`config.mk`:
```
export PLATFORM = sky130hd
export DESIGN_NAME = buffer_merge_flat
export DESIGN_NICKNAME = d
export VERILOG_FILES = /design/src/rtl/buffer_pkg.sv /design/src/rtl/buffer_merge_if.sv /design/src/rtl/buffer_fifo.sv /design/src/rtl/buffer_merge.sv /design/src/flat_wrapper.sv
export SDC_FILE = /design/constraint.sdc
export NUM_CORES = 1
export LEC_CHECK = 0
export ABC_AREA = 1
export BUFFER_PORTS_ARGS = -buffer_cell sky130_fd_sc_hd__buf_2
export CAP_MARGIN = 15
export CORE_ASPECT_RATIO = 1.25
export CORE_UTILIZATION = 60
export DETAILED_ROUTE_END_ITERATION = 12
export PLACE_DENSITY = 0.81
export SLEW_MARGIN = 40
export SYNTH_ARGS = -nofsm -noshare
export SYNTH_HDL_FRONTEND = slang
export SYNTH_SLANG_ARGS = --single-unit
```
`constraint.sdc`:
```
create_clock -name CLK -period 4.15 [get_ports CLK]
set_clock_uncertainty 0.15 [all_clocks]
set_input_delay 0.415 -clock CLK [delete_from_list [all_inputs] [get_ports CLK]]
set_output_delay 0.415 -clock CLK [all_outputs]
set_load 0.02 [all_outputs]
```
`src/rtl/buffer_pkg.sv`:
```
// Shared helpers for the buffered round-robin merge.
// Width derivation and elaboration-time parameter checks.
package buffer_pkg;

  function automatic int clog2_min1(input int n);
    int r;
    r = 0;
    while ((1 << r) < n) r++;
    return (r < 1) ? 1 : r;
  endfunction

  function automatic bit is_pow2(input int n);
    return (n > 0) && ((n & (n - 1)) == 0);
  endfunction

endpackage

```
`src/rtl/buffer_merge_if.sv`:
```
// Handshake bundle for buffer_merge: packed input lanes,
// merged tagged output and per-lane status flags.
interface buffer_merge_if
  import buffer_pkg::*;
#(
  parameter int WIDTH    = 16,
  parameter int CHANNELS = 4
);
  localparam int CH_W = clog2_min1(CHANNELS);

  logic [CHANNELS*WIDTH-1:0] A;
  logic [CHANNELS-1:0]       A_VALID;
  logic [CHANNELS-1:0]       A_READY;
  logic [WIDTH-1:0]          X;
  logic [CH_W-1:0]           X_CH;
  logic                      X_VALID;
  logic                      X_READY;
  logic [CHANNELS-1:0]       FULL;
  logic [CHANNELS-1:0]       EMPTY;

  modport slave (
    input  A, A_VALID, X_READY,
    output A_READY, X, X_CH, X_VALID,
    output FULL, EMPTY
  );

  modport master (
    output A, A_VALID, X_READY,
    input  A_READY, X, X_CH, X_VALID,
    input  FULL, EMPTY
  );
endinterface

```
`src/rtl/buffer_fifo.sv`:
```
// Single-lane synchronous FIFO with registered
// full/empty flags; push is ignored when full.
module buffer_fifo
  import buffer_pkg::*;
#(
  parameter int WIDTH = 16,
  parameter int DEPTH = 4,
  localparam int AW   = clog2_min1(DEPTH)
) (
  input  logic             clk,
  input  logic             rst_n,
  input  logic             push,
  input  logic             pop,
  input  logic [WIDTH-1:0] din,
  output logic [WIDTH-1:0] dout,
  output logic             full,
  output logic             empty
);
  logic [WIDTH-1:0] mem [DEPTH];
  logic [AW-1:0]    wr;
  logic [AW-1:0]    rd;
  logic [AW:0]      cnt;
  logic [AW:0]      cnt_nxt;
  logic             do_push;
  logic             do_pop;

  assign do_push = push && !full;
  assign do_pop  = pop && !empty;
  assign dout    = mem[rd];

  always_comb begin
    cnt_nxt = cnt;
    case ({do_push, do_pop})
      2'b10:   cnt_nxt = cnt + 1'b1;
      2'b01:   cnt_nxt = cnt - 1'b1;
      default: cnt_nxt = cnt;
    endcase
  end

  always_ff @(posedge clk) begin
    if (!rst_n) begin
      wr    <= '0;
      rd    <= '0;
      cnt   <= '0;
      full  <= 1'b0;
      empty <= 1'b1;
    end else begin
      if (do_push) wr <= wr + 1'b1;
      if (do_pop)  rd <= rd + 1'b1;
      cnt   <= cnt_nxt;
      full  <= (cnt_nxt == (AW+1)'(DEPTH));
      empty <= (cnt_nxt == '0);
    end
  end

  always_ff @(posedge clk) begin
    if (do_push) mem[wr] <= din;
  end
endmodule

```
`src/rtl/buffer_merge.sv`:
```
// Per-lane FIFOs merged round-robin onto one
// registered output tagged with its source lane.
module buffer_merge
  import buffer_pkg::*;
#(
  parameter int WIDTH    = 16,
  parameter int DEPTH    = 4,
  parameter int CHANNELS = 4
) (
  input logic           CLK,
  input logic           RST_N,
  buffer_merge_if.slave bus
);
  localparam int CH_W = clog2_min1(CHANNELS);

  if (!is_pow2(DEPTH) || DEPTH < 2) begin : g_bad_depth
    $error("DEPTH must be a power of 2 and >= 2");
  end
  if (CHANNELS < 1 || CHANNELS > 16) begin : g_bad_ch
    $error("CHANNELS must be in 1..16");
  end

  logic [WIDTH-1:0]    dout [CHANNELS];
  logic [CHANNELS-1:0] full;
  logic [CHANNELS-1:0] empty;
  logic [CHANNELS-1:0] a_ready;
  logic [CHANNELS-1:0] pop;
  logic [CH_W-1:0]     rr;
  logic [CH_W-1:0]     gnt;
  logic                gnt_ok;
  logic                can_load;
  logic                take;
  logic [WIDTH-1:0]    x;
  logic [CH_W-1:0]     xch;
  logic                xv;

  assign a_ready = ~full & {CHANNELS{RST_N}};

  for (genvar i = 0; i < CHANNELS; i++) begin : g_ch
    buffer_fifo #(
      .WIDTH (WIDTH),
      .DEPTH (DEPTH)
    ) u_fifo (
      .clk   (CLK),
      .rst_n (RST_N),
      .push  (bus.A_VALID[i] && a_ready[i]),
      .pop   (pop[i]),
      .din   (bus.A[i*WIDTH +: WIDTH]),
      .dout  (dout[i]),
      .full  (full[i]),
      .empty (empty[i])
    );
  end

  // first non-empty lane at or above rr, wrapping
  always_comb begin
    int idx;
    idx    = 0;
    gnt_ok = 1'b0;
    gnt    = '0;
    for (int k = 0; k < CHANNELS; k++) begin
      idx = int'(rr) + k;
      if (idx >= CHANNELS) idx = idx - CHANNELS;
      if (!gnt_ok && !empty[idx]) begin
        gnt_ok = 1'b1;
        gnt    = CH_W'(idx);
      end
    end
  end

  assign can_load = !xv || bus.X_READY;
  assign take     = can_load && gnt_ok;

  always_comb begin
    pop = '0;
    if (take) pop[gnt] = 1'b1;
  end

  always_ff @(posedge CLK) begin
    if (!RST_N) begin
      x   <= '0;
      xch <= '0;
      xv  <= 1'b0;
      rr  <= '0;
    end else if (take) begin
      x   <= dout[gnt];
      xch <= gnt;
      xv  <= 1'b1;
      rr  <= (gnt == CH_W'(CHANNELS-1))
             ? '0 : gnt + 1'b1;
    end else if (can_load) begin
      xv  <= 1'b0;
    end
  end

  assign bus.A_READY = a_ready;
  assign bus.FULL    = full;
  assign bus.EMPTY   = empty;
  assign bus.X       = x;
  assign bus.X_CH    = xch;
  assign bus.X_VALID = xv;
endmodule

```
`src/flat_wrapper.sv`:
```
// flat-port wrapper written by rule: the top's interface ports become plain ports
module buffer_merge_flat import buffer_pkg::*;
#(
  parameter int WIDTH    = 16,
  parameter int DEPTH    = 4,
  parameter int CHANNELS = 4
)
  (CLK, RST_N, bus_A, bus_A_VALID, bus_X_READY, bus_A_READY, bus_X, bus_X_CH, bus_X_VALID, bus_FULL, bus_EMPTY);
  buffer_merge_if #(.WIDTH(WIDTH), .CHANNELS(CHANNELS)) bus_i ();
  input logic CLK;
  input logic RST_N;
  input wire logic [$bits(bus_i.A)-1:0] bus_A;
  input wire logic [$bits(bus_i.A_VALID)-1:0] bus_A_VALID;
  input wire logic [$bits(bus_i.X_READY)-1:0] bus_X_READY;
  output wire logic [$bits(bus_i.A_READY)-1:0] bus_A_READY;
  output wire logic [$bits(bus_i.X)-1:0] bus_X;
  output wire logic [$bits(bus_i.X_CH)-1:0] bus_X_CH;
  output wire logic [$bits(bus_i.X_VALID)-1:0] bus_X_VALID;
  output wire logic [$bits(bus_i.FULL)-1:0] bus_FULL;
  output wire logic [$bits(bus_i.EMPTY)-1:0] bus_EMPTY;
  assign bus_i.A = bus_A;
  assign bus_i.A_VALID = bus_A_VALID;
  assign bus_i.X_READY = bus_X_READY;
  assign bus_A_READY = bus_i.A_READY;
  assign bus_X = bus_i.X;
  assign bus_X_CH = bus_i.X_CH;
  assign bus_X_VALID = bus_i.X_VALID;
  assign bus_FULL = bus_i.FULL;
  assign bus_EMPTY = bus_i.EMPTY;
  buffer_merge #(.WIDTH(WIDTH), .DEPTH(DEPTH), .CHANNELS(CHANNELS)) u_core (.CLK(CLK), .RST_N(RST_N), .bus(bus_i));
endmodule
```
# == After elaboration in Yosys (flattened, before gate mapping) ==
# Memory sizes are Yosys's and may differ from the RTL's. A register that Yosys moved wholly into a read port is not among the register bits.
# Index checks and enable logic that the tools add are counted.
# word_totals
ramBits,256
mem_count,4
inputBits,71
output_inout_bits,31
regBits,57
# classes
n_lt_le_gt_ge,11
n_reduce_logical,37
add_sub_neg,24
eq_ne,13
mux,53
n_bitwise,3
# mem_list
name,depth,width,read_ports,rd_ports_with_merged_regs,wr,line,text
u_core.g_ch[0].u_fifo.mem,4,16,1,1,1,buffer_fifo.sv:19,logic [WIDTH-1:0] mem [DEPTH];
u_core.g_ch[1].u_fifo.mem,4,16,1,1,1,buffer_fifo.sv:19,
u_core.g_ch[2].u_fifo.mem,4,16,1,1,1,buffer_fifo.sv:19,
u_core.g_ch[3].u_fifo.mem,4,16,1,1,1,buffer_fifo.sv:19,
# op_table
op,n
$lt 32x4->1 const B,4
$mux 32,4
$ge 32x4->1 const B,3
$sub 32x4->32 const B,3
$bmux 16 s2,1
$mux 16,2
$mux 2,13
$pmux 3 s2,4
$mux 1,23
$add 2x1->2 const B,9
$logic_and 1x1->1,17
$logic_not 1->1,14
$add 3x1->3 const B,4
$eq 3x3->1 const B,4
$logic_not 3->1,4
$sub 3x1->3 const B,4
$eq 2x2->1 const B,5
$bmux 1 s2,4
$eq 2x1->1 const B,4
$add 2x2->3 const B,2
$and 4x4->4,1
$mux 4,1
$not 4->4,1
$sub 2x3->4 const B,1
9 further kinds,9

# == Longest topological paths before layout ==
# Gate-level depths: netlist (run 1).
# depth
ltp_word,24
depth_mapped,21
mapped_depth_nobuf,20

# == Cells and area by module ==
# From an unflattened synthesis (run 1), not the netlist that was laid out.
# unflattened
cells_unflattened,1274
hier_area_um2,14406.3
# by_module_without_submodules
module,cells_each,area_each_um2,n_inst
buffer_fifo (u_core.g_ch[0].u_fifo ...),224,3094.2,3
buffer_fifo (u_core.g_ch[2].u_fifo),219,3078.0,1
buffer_merge,383,2045.7,1

# == Worst setup path after synthesis (run 1) ==
# OpenSTA, ideal clock, no wires.
# synth_timing
kind,reg2reg
from,reg u_core.rr[0]
to,reg u_core.g_ch[3].u_fifo.full
arrival_time_ns,2.751
setup_ns,0.064
path_stages_with_launch,21
setup_slack_ns,1.185
period_less_slack_ns,2.965
path_cell_list,dfxtp_1 -> buf_6 -> nand2_1 -> nand2_1 -> nand2_1 -> nand2_1 -> nor2_2 -> nand3_2 -> nand2_4 -> nand2_8 -> buf_6 -> ha_1 -> nand2_1 -> nor2_2 -> ha_1 -> fa_1 -> a21oi_1 -> o21ai_0 -> xnor2_1 -> nand2_1 -> nor2_1
# synth_between
elab_chain_cells,24
word_cells_on_any_way,55
# synth_lines
item,line,text
from (decl),buffer_merge.sv:28,logic [CH_W-1:0] rr;
from (signal assigned),buffer_merge.sv:89,rr <= (gnt == CH_W'(CHANNELS-1))
$add 2x1->3,buffer_merge.sv:62,idx = int'(rr) + k;
$sub 32x4->32 or $ge 32x4->1 (tied branches),buffer_merge.sv:63,if (idx >= CHANNELS) idx = idx - CHANNELS;
$mux 32,buffer_merge.sv:63,
$bmux 1 s2,buffer_merge.sv:64,if (!gnt_ok && !empty[idx]) begin
$mux 1 (implied by the code) (2 in series),buffer_merge.sv:64,
$logic_not 1->1,buffer_merge.sv:64,
$logic_and 1x1->1,buffer_merge.sv:64,
$mux 1,buffer_merge.sv:64,
(+7 left out),--,
$logic_and 1x1->1 (implied by the code),buffer_merge.sv:76,if (take) pop[gnt] = 1'b1;
$mux 1 (implied by the code),buffer_merge.sv:76,
$demux 1 s2,--,
$mux 4 (*),buffer_merge.sv:76,
$logic_and 1x1->1 (*),buffer_fifo.sv:28,assign do_pop = pop && !empty;
$eq 2x1->1 or $eq 2x2->1 (tied branches),buffer_fifo.sv:33,"case ({do_push, do_pop})"
$pmux 3 s2 (*),buffer_fifo.sv:33,
$eq 3x3->1 (*),buffer_fifo.sv:51,full <= (cnt_nxt == (AW+1)'(DEPTH));
to (signal assigned),buffer_fifo.sv:51,
to (decl),buffer_fifo.sv:16,"output logic full,"
# Every way passes the cells marked *; elsewhere a longest branch is shown, timed or not. The select of a mux whose other input is x is not followed.
# A chain may end at the register's enable or synchronous reset.

# == Worst setup path in the final report (run 1) ==
# layout_timing
from,reg u_core.rr[0]
to,reg u_core.g_ch[2].u_fifo.full
# layout_between
elab_chain_cells,24
word_cells_on_any_way,55
# layout_lines
item,line
$add 2x1->3,buffer_merge.sv:62
$sub 32x4->32 or $ge 32x4->1 (tied branches),buffer_merge.sv:63
$mux 32,buffer_merge.sv:63
$bmux 1 s2,buffer_merge.sv:64
$mux 1 (implied by the code) (2 in series),buffer_merge.sv:64
$logic_not 1->1,buffer_merge.sv:64
$logic_and 1x1->1,buffer_merge.sv:64
$mux 1,buffer_merge.sv:64
(+7 left out),--
$logic_and 1x1->1 (implied by the code),buffer_merge.sv:76
$mux 1 (implied by the code),buffer_merge.sv:76
$demux 1 s2,--
$mux 4 (*),buffer_merge.sv:76
$logic_and 1x1->1 (*),buffer_fifo.sv:28
$eq 2x1->1 or $eq 2x2->1 (tied branches),buffer_fifo.sv:33
$pmux 3 s2 (*),buffer_fifo.sv:33
$eq 3x3->1 (*),buffer_fifo.sv:51
to (signal assigned),buffer_fifo.sv:51
to (decl),buffer_fifo.sv:16
# Marks and branches as above.

==> impl_results.html, run 1 <==
<table>
<tr><th>Metric</th><th>Value</th></tr>
<tr><th colspan="2">STA</th></tr>
<tr><td>Clock period minus worst slack</td><td>3.611 ns</td></tr>
<tr><td>Max-slew headroom</td><td>0.5907</td></tr>
<tr><td>Hold slack final</td><td>0.1688 ns</td></tr>
<tr><td>Final hold violation count</td><td>0</td></tr>
<tr><td>Final setup slack of the worst path</td><td>0.5393 ns</td></tr>
<tr><td>Pin slew with the least headroom to its limit</td><td>0.6121 ns</td></tr>
<tr><td>Setup repair after global routing missed its margin</td><td>no</td></tr>
<tr><td>Final worst-path cycle share</td><td>0.8701</td></tr>
<tr><td>Maximum clock rate</td><td>277.0 MHz</td></tr>
<tr><td>Final setup violating endpoints</td><td>0</td></tr>
<tr><td>Final-report max-slew violation count</td><td>0</td></tr>
<tr><td>Final-layout setup total negative slack</td><td>0 ns</td></tr>
<tr><th colspan="2">Clocking</th></tr>
<tr><td>TritonCTS clock tree</td><td>done</td></tr>
<tr><td>Reg clk slew, reported paths</td><td>0.06 ns</td></tr>
<tr><td>H-Tree Level Count</td><td>1</td></tr>
<tr><td>Number of sinks driven by the clock tree</td><td>321</td></tr>
<tr><td>Clock root buffer</td><td>clkbuf_16</td></tr>
<tr><td>Post-CTS Repair Setup Buffers</td><td>0</td></tr>
<tr><td>Number of clock buffers inserted by TritonCTS</td><td>30</td></tr>
<tr><td>Deepest clock path buffer count</td><td>3</td></tr>
<tr><td>Source-to-sink clock delay at the later pin of the worst-skew pair</td><td>0.56 ns</td></tr>
<tr><th colspan="2">Drt</th></tr>
<tr><td>Vias per inst</td><td>5.680</td></tr>
<tr><td>Number of detailed-route iterations in the first pass</td><td>7</td></tr>
<tr><td>Wire length after detailed routing</td><td>30.19 mm</td></tr>
<tr><td>Routed via count</td><td>9,412</td></tr>
<tr><td>Detail Route Antenna Nets</td><td>0</td></tr>
<tr><td>Detailed router's first-iteration violation count</td><td>959</td></tr>
<tr><td># DRC</td><td>0</td></tr>
<tr><td>Avg WL per Cell</td><td>18.22 um</td></tr>
<tr><th colspan="2">Worst setup path</th></tr>
<tr><td>Most frequent CP cell</td><td>nand2_1</td></tr>
<tr><td>Required arrival time at the worst endpoint</td><td>4.49 ns</td></tr>
<tr><td>Highest-delay cell along the critical path</td><td>dfxtp_2</td></tr>
<tr><td>Kind of critical path</td><td>reg2reg</td></tr>
<tr><td>Worst-path cell chain</td><td>inv_2 -&gt; nand2_1 -&gt; nand2_2 -&gt; nand2_1 -&gt; nand2_1 -&gt; nand2_1 -&gt; nand2_1 -&gt; nor2_2 -&gt; nand2_4 -&gt; nand2_8 -&gt; buf_4 -&gt; inv_2 -&gt; nand3_1 -&gt; inv_2 -&gt; ha_1 -&gt; fa_1 -&gt; a21oi_1 -&gt; o21ai_0 -&gt; xnor2_1 -&gt; nand2_1 -&gt; nor2_1</td></tr>
<tr><td>Kind of capture point of the worst setup path</td><td>register</td></tr>
<tr><td>Arrival time at the worst endpoint</td><td>3.95 ns</td></tr>
<tr><td>Max incr delay on CP</td><td>0.46 ns</td></tr>
<tr><td>Maximum net fanout on the critical path</td><td>33</td></tr>
<tr><td>Crit start category</td><td>register</td></tr>
<tr><th colspan="2">Final layout</th></tr>
<tr><td>Most common library cell in the layout ignoring fill and taps</td><td>nor2_1</td></tr>
<tr><td>Share of post-route cells with drive strength above 1</td><td>0.1451</td></tr>
<tr><td>Ant diodes</td><td>0</td></tr>
<tr><td>Commonest cells after routing, fill and taps aside</td><td>nor2_1 (258), edfxtp_1 (256), nand2_1 (122)</td></tr>
<tr><td>Layout area overhead</td><td>17.64%</td></tr>
<tr><td>Net count, final</td><td>1,450</td></tr>
<tr><td>Final Instance Area</td><td>15,760 sq um</td></tr>
<tr><th colspan="2">Yosys</th></tr>
<tr><td>Count of yosys warnings during synthesis</td><td>0</td></tr>
<tr><td>Sequential cell area fraction in the yosys report</td><td>0.6708</td></tr>
<tr><td>Share of synthesized flip-flops with an asynchronous set or reset</td><td>0</td></tr>
<tr><td>Most common flop cell mapped by yosys</td><td>edfxtp_1</td></tr>
<tr><td>Post-Synthesis Net Count</td><td>1,295</td></tr>
<tr><td>Post-Syn Area per Cell</td><td>11.18 sq um</td></tr>
<tr><td>Synth Cell Area</td><td>13,400 sq um</td></tr>
<tr><td>Cell count after synthesis</td><td>1,199</td></tr>
<tr><td>Number of enable-type register cells in the synthesized netlist</td><td>256</td></tr>
<tr><td>Post-synthesis cell type count</td><td>33</td></tr>
<tr><td>Synthesis-stage register bit count</td><td>321</td></tr>
<tr><th colspan="2">Floorplanning</th></tr>
<tr><td>Number of rows in the core area</td><td>60</td></tr>
<tr><td>Die Area</td><td>22,940 sq um</td></tr>
<tr><td>Horiz. Die Dim</td><td>135.7 um</td></tr>
<tr><td>Effective utilization at floorplan</td><td>0.6176</td></tr>
<tr><td>Floorplan core area</td><td>21,700 sq um</td></tr>
<tr><td>I/O pin cnt</td><td>102</td></tr>
<tr><td>Die height</td><td>169.1 um</td></tr>
<tr><th colspan="2">Global routing</th></tr>
<tr><td>Total routing resource utilization after global routing</td><td>0.2641</td></tr>
<tr><td>Antenna violations before repair</td><td>0</td></tr>
<tr><td>Global-route wire length before repair</td><td>46.53 mm</td></tr>
<tr><td>Vias in the first global route</td><td>9,150</td></tr>
<tr><td>Global route total overflow</td><td>0</td></tr>
<tr><td>Largest net degree at the start of global routing</td><td>38</td></tr>
<tr><th colspan="2">Power</th></tr>
<tr><td>Power Dens Cells</td><td>691.2 nW/um^2</td></tr>
<tr><td>Max IR drop VDD</td><td>0.6054 mV</td></tr>
<tr><td>Leakage power total</td><td>6.254 nW</td></tr>
<tr><th colspan="2">Place</th></tr>
<tr><td>Port Buf Inserts</td><td>101</td></tr>
<tr><td>Placed cell areas</td><td>14,110 sq um</td></tr>
<tr><td>Final weighted congestion of routability-driven global placement</td><td>0.8598</td></tr>
<tr><td>HPWL after detailed placement</td><td>18.45 mm</td></tr>
<tr><td>Pre-CTS setup slack</td><td>0.4330 ns</td></tr>
<tr><th colspan="2">Worst hold path</th></tr>
<tr><td>Type of the worst min-delay path</td><td>in2reg</td></tr>
<tr><th colspan="2">Outcome</th></tr>
<tr><td>Outcome</td><td>finished clean</td></tr>
<tr><th colspan="2">Job</th></tr>
<tr><td>Max-cap check violation count</td><td>0</td></tr>
</table>
[state kept, by name, summed over array words and instances (netlist names), named ones only]
signal,cells
u_core.rr,2
u_core.bus.X_CH,2
u_core.bus.X_VALID,1
u_core.g_ch.u_fifo.mem,256
u_core.g_ch.u_fifo.full,4
u_core.bus.X,16
u_core.g_ch.u_fifo.cnt,12
u_core.g_ch.u_fifo.wr,8
u_core.g_ch.u_fifo.empty,4
u_core.g_ch.u_fifo.rd,8
[synthesized netlist by cell type, types with 4 or more instances]
cell | count | area share
o21ai_0 | 85 | 0.032
nand2_1 | 122 | 0.034
nor2_1 | 258 | 0.072
buf_4 | 12 | 0.0067
a21oi_1 | 29 | 0.011
nand3_1 | 72 | 0.027
buf_2 | 8 | 0.0030
xor2_1 | 6 | 0.0039
buf_6 | 4 | 0.0034
clkbuf_1 | 42 | 0.012
nand3b_1 | 16 | 0.0090
edfxtp_1 | 256 | 0.57
fa_1 | 4 | 0.0060
o32ai_1 | 62 | 0.041
inv_2 | 5 | 0.0014
ha_1 | 21 | 0.020
dfxtp_1 | 65 | 0.097
mux2i_1 | 4 | 0.0030
inv_1 | 103 | 0.029
xnor2_1 | 4 | 0.0026
[repair_timing]
action	in CTS	in global routing
gates resized for setup	0	1
endpoints found under the setup margin	0	3
hold endpoints to repair	256	0
hold buffers	64	0
[logic make-up (layout without fill, tap and decap cells)]
group,after synthesis,count (layout),share of synthesized area
flops,321,321,0.6708
fa+ha+maj,25,25,0.02558
compound gates,179,179,0.08497
mux,4,4,0.002988
simple gates,484,484,0.1533
buf+inv,176,355,0.05584
xor+xnor,10,10,0.006536
[critical path, delay by kind of cell (launching register included)]
family,cells,cell delay (ns)
compound gates,2,0.22
xor+xnor,1,0.18
fa+ha+maj,2,0.60
buf+inv,4,0.56
flops,1,0.46
simple gates,12,1.36
[per-layer routing]
metal,vias up,global-route usage,wire length [um]
li1,4462,-,-
met1,4497,0.3225,11700
met2,383,0.4707,15440
met3,70,0.04283,2110
met4,0,0.09038,928
met5,-,0,0
[final timing paths]
path	slack (ns)	endpoint	start	cells after the start
worst min-delay path	0.17	u_core.g_ch[1].u_fifo.empty	RST_N	2
worst max register to register	0.54	u_core.g_ch[2].u_fifo.full	u_core.rr[0]	21
worst min register to register	0.33	register	u_core.g_ch[3].u_fifo.rd[0]	1
worst max-delay path	0.54	u_core.g_ch[2].u_fifo.full	u_core.rr[0]	21
[per-stage QoR]
stage          instances    util  total power [mW]
6_report            1657  0.7266             10.90
5_1_grt             1657  0.7266             11.49
2_1_floorplan       1199       -             7.187
3_5_place_dp        1537  0.6502             8.017
4_1_cts             1657  0.7265             10.86
3_3_place_gp        1537  0.6500             7.897
[area by class of cell]
| type | instances | area, sq um |
|---|---|---|
| repair buffers | 189 | 1326 |
| clock buffers | 44 | 905.9 |
| multi-input cells | 702 | 3664 |
| flip-flops and latches | 321 | 8995 |
| clock inverters | 12 | 108.9 |
| inverters | 110 | 415.4 |
| well taps | 279 | 349.1 |
| fillers | 1431 | 5932 |
[where the power goes]
| part | switching, mW | leakage [nW] | internal [mW] |
|---|---|---|---|
| clock | 1.14 | 0.501 | 1.63 |
| combinational | 2.71 | 2.89 | 1.36 |
| sequential | 0.249 | 2.86 | 3.80 |
| total | 4.10 | 6.25 | 6.80 |
Power figures use the tool's default switching activity.
==> inputs of run 2 (changes only) <==
Settings changed: RECOVER_POWER set to 25.
==> run 2 against run 1 <==
  * Combinational power is essentially flat
  * Utilization is 0.22 points lower
  * Sequential share of layout area is 0.18 points higher
  * Critical path depth unchanged
  * Maximum frequency shrank 0.18%
  * First-iteration DRC count up 0.94%
  * Sequential power hardly changed
  * Cell count unchanged
  * Design area fell by 0.31%
  * Clock-buffer cell count unchanged
  * Largest cell class unchanged
  * Largest power group unchanged
==> impl_results.html, run 2 (synthesized netlist as in run 1, its figures left out) <==
<table>
<tr><th>Metric</th><th>Value</th></tr>
<tr><th colspan="2">Final layout</th></tr>
<tr><td>Final Non-Filler Cells</td><td>1,657 (unchanged)</td></tr>
<tr><td>Commonest cells after routing, fill and taps aside</td><td>nor2_1 (258), edfxtp_1 (256), nand2_1 (122) (unchanged)</td></tr>
<tr><td>Final Instance Area</td><td>15,720 sq um (was 15,760 sq um)</td></tr>
<tr><td>Net count, final</td><td>1,450 (unchanged)</td></tr>
<tr><td>Register bank with the most flops</td><td>u_core.g_ch.u_fifo.mem (unchanged)</td></tr>
<tr><td>Most common library cell in the layout ignoring fill and taps</td><td>nor2_1 (unchanged)</td></tr>
<tr><td>Fillcell total</td><td>1,458 (was 1,431)</td></tr>
<tr><td>Share of post-route cells with drive strength above 1</td><td>0.1168 (was 0.1451)</td></tr>
<tr><td>Layout area overhead</td><td>17.27% (was 17.64%)</td></tr>
<tr><td>Max reg flops</td><td>256 (unchanged)</td></tr>
<tr><td>Core utilization of the finished layout</td><td>0.7243 (was 0.7266)</td></tr>
<tr><td>Ant diodes</td><td>0 (unchanged)</td></tr>
<tr><th colspan="2">STA</th></tr>
<tr><td>Pin slew with the least headroom to its limit</td><td>0.6047 ns (was 0.6121 ns)</td></tr>
<tr><td>Hold slack final</td><td>0.1684 ns (was 0.1688 ns)</td></tr>
<tr><td>Final-report max-slew violation count</td><td>0 (unchanged)</td></tr>
<tr><td>Final setup slack of the worst path</td><td>0.5327 ns (was 0.5393 ns)</td></tr>
<tr><td>Final worst-path cycle share</td><td>0.8716 (was 0.8701)</td></tr>
<tr><td>Clock period minus worst slack</td><td>3.617 ns (was 3.611 ns)</td></tr>
<tr><td>Final setup violating endpoints</td><td>0 (unchanged)</td></tr>
<tr><td>Final-layout setup total negative slack</td><td>0 ns (unchanged)</td></tr>
<tr><td>Max-slew headroom</td><td>0.5956 (was 0.5907)</td></tr>
<tr><td>Setup repair after global routing missed its margin</td><td>no (unchanged)</td></tr>
<tr><td>Final hold violation count</td><td>0 (unchanged)</td></tr>
<tr><td>Maximum clock rate</td><td>276.5 MHz (was 277.0 MHz)</td></tr>
<tr><th colspan="2">Power</th></tr>
<tr><td>Internal power of the cells</td><td>6.791 mW (was 6.797 mW)</td></tr>
<tr><td>Relative contribution of combinational cells to total power</td><td>0.374 (was 0.373)</td></tr>
<tr><td>Max IR drop VDD</td><td>0.6074 mV (was 0.6054 mV)</td></tr>
<tr><td>Clock Power Share</td><td>0.254 (was 0.255)</td></tr>
<tr><td>Power Dens Cells</td><td>693.4 nW/um^2 (was 691.2 nW/um^2)</td></tr>
<tr><td>Psw</td><td>4.106 mW (was 4.099 mW)</td></tr>
<tr><td>Leakage power total</td><td>6.147 nW (was 6.254 nW)</td></tr>
<tr><td>Power consumption</td><td>10.90 mW (about the same)</td></tr>
<tr><td>Switching power as a share of total power</td><td>0.3768 (was 0.3762)</td></tr>
<tr><td>Sequential group share of total power</td><td>0.372 (about the same)</td></tr>
<tr><th colspan="2">Worst setup path</th></tr>
<tr><td>Crit start category</td><td>register (unchanged)</td></tr>
<tr><td>Worst reg2reg path endpoint</td><td>u_core.g_ch[2].u_fifo.full (unchanged)</td></tr>
<tr><td>Maximum net fanout on the critical path</td><td>33 (unchanged)</td></tr>
<tr><td>R2R Path Start</td><td>u_core.rr[0] (unchanged)</td></tr>
<tr><td>Required arrival time at the worst endpoint</td><td>4.49 ns (about the same)</td></tr>
<tr><td>Arrival time at the worst endpoint</td><td>3.95 ns (about the same)</td></tr>
<tr><td>Worst reg-to-reg setup slack</td><td>0.53 ns (was 0.54 ns)</td></tr>
<tr><td>R2R depth</td><td>21 (unchanged)</td></tr>
<tr><td>Kind of capture point of the worst setup path</td><td>register (unchanged)</td></tr>
<tr><td>Kind of critical path</td><td>reg2reg (unchanged)</td></tr>
<tr><th colspan="2">Floorplanning</th></tr>
<tr><td>Number of rows in the core area</td><td>60 (unchanged)</td></tr>
<tr><td>I/O pin cnt</td><td>102 (unchanged)</td></tr>
<tr><td>Die height</td><td>169.1 um (unchanged)</td></tr>
<tr><td>Floorplan core area</td><td>21,700 sq um (unchanged)</td></tr>
<tr><td>Effective utilization at floorplan</td><td>0.6176 (unchanged)</td></tr>
<tr><td>Horiz. Die Dim</td><td>135.7 um (unchanged)</td></tr>
<tr><td>Die Area</td><td>22,940 sq um (unchanged)</td></tr>
<tr><th colspan="2">Drt</th></tr>
<tr><td># DRC</td><td>0 (unchanged)</td></tr>
<tr><td>Wire length after detailed routing</td><td>30.19 mm (about the same)</td></tr>
<tr><td>Detailed router's first-iteration violation count</td><td>968 (was 959)</td></tr>
<tr><td>Vias per inst</td><td>5.705 (was 5.680)</td></tr>
<tr><td>Number of detailed-route iterations in the first pass</td><td>7 (unchanged)</td></tr>
<tr><td>Detail Route Antenna Nets</td><td>0 (unchanged)</td></tr>
<tr><td>Avg WL per Cell</td><td>18.22 um (about the same)</td></tr>
<tr><td>Routed via count</td><td>9,453 (was 9,412)</td></tr>
<tr><th colspan="2">Job</th></tr>
<tr><td>Max-cap check violation count</td><td>0 (unchanged)</td></tr>
<tr><th colspan="2">Clocking</th></tr>
<tr><td>Source-to-sink clock delay at the later pin of the worst-skew pair</td><td>0.55 ns (was 0.56 ns)</td></tr>
<tr><td>Post-CTS Repair Setup Buffers</td><td>0 (unchanged)</td></tr>
<tr><td>Deepest clock path buffer count</td><td>3 (unchanged)</td></tr>
<tr><td>Number of clock buffers inserted by TritonCTS</td><td>30 (unchanged)</td></tr>
<tr><td>Number of sinks driven by the clock tree</td><td>321 (unchanged)</td></tr>
<tr><td>Clock root buffer</td><td>clkbuf_16 (unchanged)</td></tr>
<tr><td>H-Tree Level Count</td><td>1 (unchanged)</td></tr>
<tr><td>Reg clk slew, reported paths</td><td>0.06 ns (about the same)</td></tr>
<tr><td>TritonCTS clock tree</td><td>done (unchanged)</td></tr>
<tr><th colspan="2">Place</th></tr>
<tr><td>Placed cell areas</td><td>14,110 sq um (unchanged)</td></tr>
<tr><td>Pre-CTS setup slack</td><td>0.4330 ns (unchanged)</td></tr>
<tr><td>Cell count after placement</td><td>1,537 (unchanged)</td></tr>
<tr><td>Port Buf Inserts</td><td>101 (unchanged)</td></tr>
<tr><td>Final weighted congestion of routability-driven global placement</td><td>0.8598 (unchanged)</td></tr>
<tr><td>HPWL after detailed placement</td><td>18.45 mm (unchanged)</td></tr>
<tr><th colspan="2">Worst hold path</th></tr>
<tr><td>Critical hold path startpoint</td><td>RST_N (unchanged)</td></tr>
<tr><td>Type of the worst min-delay path</td><td>in2reg (unchanged)</td></tr>
<tr><td>Hold-critical path depth</td><td>2 (unchanged)</td></tr>
<tr><td>Endpoint with the worst hold slack</td><td>u_core.g_ch[1].u_fifo.empty (unchanged)</td></tr>
<tr><th colspan="2">Global routing</th></tr>
<tr><td>Global-route wire length before repair</td><td>46.53 mm (unchanged)</td></tr>
<tr><td>Total routing resource utilization after global routing</td><td>0.2641 (unchanged)</td></tr>
<tr><td>Global route total overflow</td><td>0 (unchanged)</td></tr>
<tr><td>Vias in the first global route</td><td>9,150 (unchanged)</td></tr>
<tr><td>Antenna violations before repair</td><td>0 (unchanged)</td></tr>
<tr><td>Largest net degree at the start of global routing</td><td>38 (unchanged)</td></tr>
<tr><th colspan="2">Outcome</th></tr>
<tr><td>Outcome</td><td>finished clean (unchanged)</td></tr>
</table>
[run 2: cell count changes in the layout (fill, tap and decap cells not counted)]
cell | before | now
clkbuf_1 | 6 | 45
buf_2 | 101 | 62
[run 2: worst max path at each step]
| stage | slack [ns] | end | cells past startpoint | startpoint |
|---|---|---|---|---|
| 6_report | 0.53 | u_core.g_ch[2].u_fifo.full | 21 | u_core.rr[0] |
| 3_5_place_dp | 0.43 | u_core.g_ch[2].u_fifo.full | 21 | u_core.rr[0] |
| 5_1_grt | 0.12 | u_core.g_ch[2].u_fifo.full | 21 | u_core.rr[0] |
| 2_1_floorplan | 1.18 | u_core.g_ch[3].u_fifo.full | 20 | u_core.rr[0] |
| 4_1_cts | 0.38 | u_core.g_ch[2].u_fifo.full | 21 | u_core.rr[0] |
| 3_3_place_gp | 0.55 | u_core.g_ch[2].u_fifo.full | 21 | u_core.rr[0] |
[run 2: repair_timing]
item	CTS	global route
hold endpoints to repair	256	0
gates resized for setup	0	1
endpoints found under the setup margin	0	3
hold buffers	64	0
[run 2: layout make-up]
class                           count  area, sq um  share of cell area
Inverter                          110        415.4             0.02643
Multi-Input combinational cell    702         3664              0.2331
Tap cell                          279        349.1             0.02221
Sequential cell                   321         8995              0.5724
Clock buffer                       44        905.9             0.05764
Clock inverter                     12        108.9            0.006927
Timing Repair Buffer              189         1277             0.08129
[run 2: worst max-delay path, stage by stage, from the launching register on]
cell	delay [ns]
dfxtp_2	0.46
inv_2	0.11
nand2_1	0.09
nand2_1	0.08
nand2_1	0.06
nand2_1	0.07
nand2_1	0.09
nand2_1	0.09
nor2_2	0.14
nand2_4	0.25
nand2_8	0.19
buf_4	0.32
inv_2	0.08
nand3_1	0.11
inv_2	0.05
ha_1	0.21
fa_1	0.39
a21oi_1	0.12
o21ai_0	0.10
xnor2_1	0.18
nand2_1	0.09
nor2_1	0.11
[run 2: power by group through the flow]
stage	logic [mW]	clock network, mW	registers [mW]
6_report	4.07	2.77	4.05
5_1_grt	4.49	2.92	4.08
4_1_cts	4.03	2.79	4.04
3_5_place_dp	3.91	0	4.11
3_3_place_gp	3.81	0	4.09
2_1_floorplan	3.10	0	4.09
[run 2: per-layer routing]
| layer | up-vias | GRT usage | part of all wire |
|---|---|---|---|
| met5 | - | 0 | 0 |
| met1 | 4564 | 0.3225 | 0.39 |
| li1 | 4458 | - | - |
| met3 | 64 | 0.04283 | 0.070 |
| met2 | 367 | 0.4707 | 0.51 |
| met4 | 0 | 0.09038 | 0.030 |
==> inputs of run 3 (changes only) <==
Settings changed: MAX_ROUTING_LAYER set to met4, SLEW_MARGIN 40 to 15.
==> run 3 against run 2 <==
  * First-iteration DRC count increased by 1.0%
  * Routed wire length unchanged
  * Maximum frequency down 0.71%
  * Design area barely moved
  * Worst setup slack got worse by 0.026 ns
  * Utilization about the same
  * Die area unchanged
  * Total power about the same
  * Global-route usage increased by 0.85 points
  * Cell count unchanged
  * Register-to-register slack got worse by 0.03 ns
  * Sequential share of layout area about the same
  * Critical path type unchanged
==> impl_results.html, run 3 (synthesized netlist as in run 1, its figures left out) <==
<table>
<tr><th>Metric</th><th>Value</th></tr>
<tr><th colspan="2">Outcome</th></tr>
<tr><td>Outcome</td><td>finished clean (unchanged)</td></tr>
<tr><th colspan="2">Place</th></tr>
<tr><td>Pre-CTS setup slack</td><td>0.4369 ns (was 0.4330 ns)</td></tr>
<tr><td>HPWL after detailed placement</td><td>18.49 mm (was 18.45 mm)</td></tr>
<tr><td>Port Buf Inserts</td><td>101 (unchanged)</td></tr>
<tr><td>Final weighted congestion of routability-driven global placement</td><td>0.8737 (was 0.8598)</td></tr>
<tr><th colspan="2">Worst setup path</th></tr>
<tr><td>Worst Setup SP</td><td>u_core.rr[0] (unchanged)</td></tr>
<tr><td>Crit start category</td><td>register (unchanged)</td></tr>
<tr><td>Worst reg2reg path endpoint</td><td>u_core.g_ch[2].u_fifo.full (unchanged)</td></tr>
<tr><td>R2R depth</td><td>21 (unchanged)</td></tr>
<tr><td>Worst-path cell chain</td><td>inv_2 -&gt; nand2_1 -&gt; nand2_2 -&gt; nand2_1 -&gt; nand2_1 -&gt; nand2_1 -&gt; nand2_1 -&gt; nor2_2 -&gt; nand2_4 -&gt; nand2_8 -&gt; buf_4 -&gt; inv_2 -&gt; nand3_1 -&gt; inv_2 -&gt; ha_1 -&gt; fa_1 -&gt; a21oi_1 -&gt; o21ai_0 -&gt; xnor2_1 -&gt; nand2_1 -&gt; nor2_1 (was inv_2 -&gt; nand2_1 -&gt; nand2_1 -&gt; nand2_1 -&gt; nand2_1 -&gt; nand2_1 -&gt; nand2_1 -&gt; nor2_2 -&gt; nand2_4 -&gt; nand2_8 -&gt; buf_4 -&gt; inv_2 -&gt; nand3_1 -&gt; inv_2 -&gt; ha_1 -&gt; fa_1 -&gt; a21oi_1 -&gt; o21ai_0 -&gt; xnor2_1 -&gt; nand2_1 -&gt; nor2_1)</td></tr>
<tr><td>Required arrival time at the worst endpoint</td><td>4.47 ns (was 4.49 ns)</td></tr>
<tr><td>Kind of capture point of the worst setup path</td><td>register (unchanged)</td></tr>
<tr><td>Most frequent CP cell</td><td>nand2_1 (unchanged)</td></tr>
<tr><td>Arrival time at the worst endpoint</td><td>3.96 ns (was 3.95 ns)</td></tr>
<tr><td>Highest-delay cell along the critical path</td><td>dfxtp_2 (unchanged)</td></tr>
<tr><td>Maximum net fanout on the critical path</td><td>33 (unchanged)</td></tr>
<tr><td>Capture point of the critical path</td><td>u_core.g_ch[2].u_fifo.full (unchanged)</td></tr>
<tr><td>Max incr delay on CP</td><td>0.46 ns (about the same)</td></tr>
<tr><td>Worst reg-to-reg setup slack</td><td>0.51 ns (was 0.53 ns)</td></tr>
<tr><td>R2R Path Start</td><td>u_core.rr[0] (unchanged)</td></tr>
<tr><td>Kind of critical path</td><td>reg2reg (unchanged)</td></tr>
<tr><th colspan="2">Floorplanning</th></tr>
<tr><td>Floorplan core area</td><td>21,700 sq um (unchanged)</td></tr>
<tr><td>I/O pin cnt</td><td>102 (unchanged)</td></tr>
<tr><td>Number of rows in the core area</td><td>60 (unchanged)</td></tr>
<tr><td>Die height</td><td>169.1 um (unchanged)</td></tr>
<tr><td>Die Area</td><td>22,940 sq um (unchanged)</td></tr>
<tr><td>Horiz. Die Dim</td><td>135.7 um (unchanged)</td></tr>
<tr><td>Effective utilization at floorplan</td><td>0.6176 (unchanged)</td></tr>
<tr><th colspan="2">STA</th></tr>
<tr><td>Hold slack final</td><td>0.1780 ns (was 0.1684 ns)</td></tr>
<tr><td>Final hold violation count</td><td>0 (unchanged)</td></tr>
<tr><td>Final setup violating endpoints</td><td>0 (unchanged)</td></tr>
<tr><td>Final setup slack of the worst path</td><td>0.5069 ns (was 0.5327 ns)</td></tr>
<tr><td>Final worst-path cycle share</td><td>0.8779 (was 0.8716)</td></tr>
<tr><td>Final-layout setup total negative slack</td><td>0 ns (unchanged)</td></tr>
<tr><td>Max-slew headroom</td><td>0.2796 (was 0.5956)</td></tr>
<tr><td>Pin slew with the least headroom to its limit</td><td>1.079 ns (was 0.6047 ns)</td></tr>
<tr><td>Clock period minus worst slack</td><td>3.643 ns (was 3.617 ns)</td></tr>
<tr><td>Setup repair after global routing missed its margin</td><td>no (unchanged)</td></tr>
<tr><td>Final-report max-slew violation count</td><td>0 (unchanged)</td></tr>
<tr><td>Maximum clock rate</td><td>274.5 MHz (was 276.5 MHz)</td></tr>
<tr><th colspan="2">Drt</th></tr>
<tr><td>Wire length after detailed routing</td><td>30.19 mm (unchanged)</td></tr>
<tr><td>Number of detailed-route iterations in the first pass</td><td>5 (was 7)</td></tr>
<tr><td>Routed via count</td><td>9,483 (was 9,453)</td></tr>
<tr><td># DRC</td><td>0 (unchanged)</td></tr>
<tr><td>Avg WL per Cell</td><td>18.22 um (unchanged)</td></tr>
<tr><td>Vias per inst</td><td>5.723 (was 5.705)</td></tr>
<tr><td>Detail Route Antenna Nets</td><td>0 (unchanged)</td></tr>
<tr><td>Detailed router's first-iteration violation count</td><td>978 (was 968)</td></tr>
<tr><th colspan="2">Job</th></tr>
<tr><td>Max-cap check violation count</td><td>0 (unchanged)</td></tr>
<tr><th colspan="2">Final layout</th></tr>
<tr><td>Ant diodes</td><td>0 (unchanged)</td></tr>
<tr><td>Layout area overhead</td><td>17.22% (was 17.27%)</td></tr>
<tr><td>Net count, final</td><td>1,450 (unchanged)</td></tr>
<tr><td>Register bank with the most flops</td><td>u_core.g_ch.u_fifo.mem (unchanged)</td></tr>
<tr><td>Commonest cells after routing, fill and taps aside</td><td>nor2_1 (258), edfxtp_1 (256), nand2_1 (122) (unchanged)</td></tr>
<tr><td>Share of post-route cells with drive strength above 1</td><td>0.1096 (was 0.1168)</td></tr>
<tr><td>Most common library cell in the layout ignoring fill and taps</td><td>nor2_1 (unchanged)</td></tr>
<tr><td>Core utilization of the finished layout</td><td>0.7240 (was 0.7243)</td></tr>
<tr><td>Max reg flops</td><td>256 (unchanged)</td></tr>
<tr><th colspan="2">Clocking</th></tr>
<tr><td>Post-CTS Repair Setup Buffers</td><td>0 (unchanged)</td></tr>
<tr><td>Number of sinks driven by the clock tree</td><td>321 (unchanged)</td></tr>
<tr><td>H-Tree Level Count</td><td>1 (unchanged)</td></tr>
<tr><td>TritonCTS clock tree</td><td>done (unchanged)</td></tr>
<tr><td>Number of clock buffers inserted by TritonCTS</td><td>30 (unchanged)</td></tr>
<tr><td>Reg clk slew, reported paths</td><td>0.06 ns (about the same)</td></tr>
<tr><td>Deepest clock path buffer count</td><td>3 (unchanged)</td></tr>
<tr><td>Source-to-sink clock delay at the later pin of the worst-skew pair</td><td>0.54 ns (was 0.55 ns)</td></tr>
<tr><td>Clock root buffer</td><td>clkbuf_16 (unchanged)</td></tr>
<tr><th colspan="2">Power</th></tr>
<tr><td>Power Dens Cells</td><td>693.1 nW/um^2 (was 693.4 nW/um^2)</td></tr>
<tr><td>Max IR drop VDD</td><td>0.6077 mV (was 0.6074 mV)</td></tr>
<tr><td>Leakage power total</td><td>6.139 nW (was 6.147 nW)</td></tr>
<tr><td>Power consumption</td><td>10.89 mW (was 10.90 mW)</td></tr>
<tr><th colspan="2">Global routing</th></tr>
<tr><td>Global-route wire length before repair</td><td>46.60 mm (was 46.53 mm)</td></tr>
<tr><td>Antenna violations before repair</td><td>0 (unchanged)</td></tr>
<tr><td>Largest net degree at the start of global routing</td><td>38 (unchanged)</td></tr>
<tr><td>Global route total overflow</td><td>0 (unchanged)</td></tr>
<tr><td>Total routing resource utilization after global routing</td><td>0.2727 (was 0.2641)</td></tr>
<tr><td>Vias in the first global route</td><td>8,996 (was 9,150)</td></tr>
<tr><th colspan="2">Worst hold path</th></tr>
<tr><td>Type of the worst min-delay path</td><td>in2reg (unchanged)</td></tr>
</table>
run 3: cell types whose count changed in the layout (fill, tap and decap cells not counted):
cell / before / now
dfxtp_1: 60 / 64
dfxtp_2: 5 / 1
inv_1: 99 / 103
inv_2: 9 / 5
buf_2: 62 / 60
clkbuf_1: 45 / 47
run 3: final cells by class:
| cell class | instances | area, sq um |
|---|---|---|
| sequential | 321 | 8990 |
| fill | 1406 | 5988 |
| multi-input combinational | 702 | 3664 |
| timing repair buffer | 189 | 1275 |
| clock buffer | 44 | 905.9 |
| inverter | 110 | 415.4 |
| tap | 279 | 349.1 |
| clock inverter | 12 | 108.9 |
run 3: worst min path at each step:
stage | endpoint | slack (ns) | startpoint | depth (start not counted)
final | u_core.g_ch[3].u_fifo.wr[0] | 0.18 | bus_A_VALID[3] | 3
after global routing | u_core.g_ch[2].u_fifo.empty | 0.20 | RST_N | 2
after CTS | u_core.g_ch[3].u_fifo.empty | 0.17 | RST_N | 2
after detailed placement | u_core.g_ch[3].u_fifo.rd[0] | 0.32 | u_core.g_ch[3].u_fifo.rd[0] | 1
after global placement | register | 0.30 | u_core.g_ch[3].u_fifo.rd[0] | 1
after floorplan | register | 0.29 | u_core.g_ch[3].u_fifo.rd[0] | 1
run 3: where the power goes:
part           switching (mW)  leakage [nW]  internal [mW]  total, mW
registers               0.249          2.86           3.80       4.05
clock network            1.13         0.501           1.63       2.76
logic                    2.71          2.78           1.36       4.07
run 3: timing repair:
action                                  CTS  global route
endpoints found under the setup margin    0             3
resized for setup                         0             1
hold buffers                             64             0
hold endpoints to repair                256             0
run 3: critical path, delay by kind of cell, from the launching register on:
family,cells,cell delay (ns)
AO/OA/AOI/OAI,2,0.23
XOR/XNOR,1,0.19
buffers and inverters,4,0.56
AND/OR/NAND/NOR,12,1.37
adder cells (fa/ha/maj),2,0.59
flip-flops,1,0.46
run 3: per-stage QoR:
stage          std cells  instance area (sq um)
6_report            1657                  15710
5_1_grt             1657                  15710
4_1_cts             1657                  15760
3_5_place_dp        1537                  14100
3_3_place_gp        1537                  14100
2_1_floorplan       1199                  13400
run 3: metal layers:
metal / part of all wire / global-route usage / vias up
met3: 0.068 / 0.03414 / 60
met5: 0 / - / -
met2: 0.51 / 0.4665 / 406
li1: - / - / 4456
met1: 0.39 / 0.3362 / 4561
met4: 0.026 / 0.08500 / 0
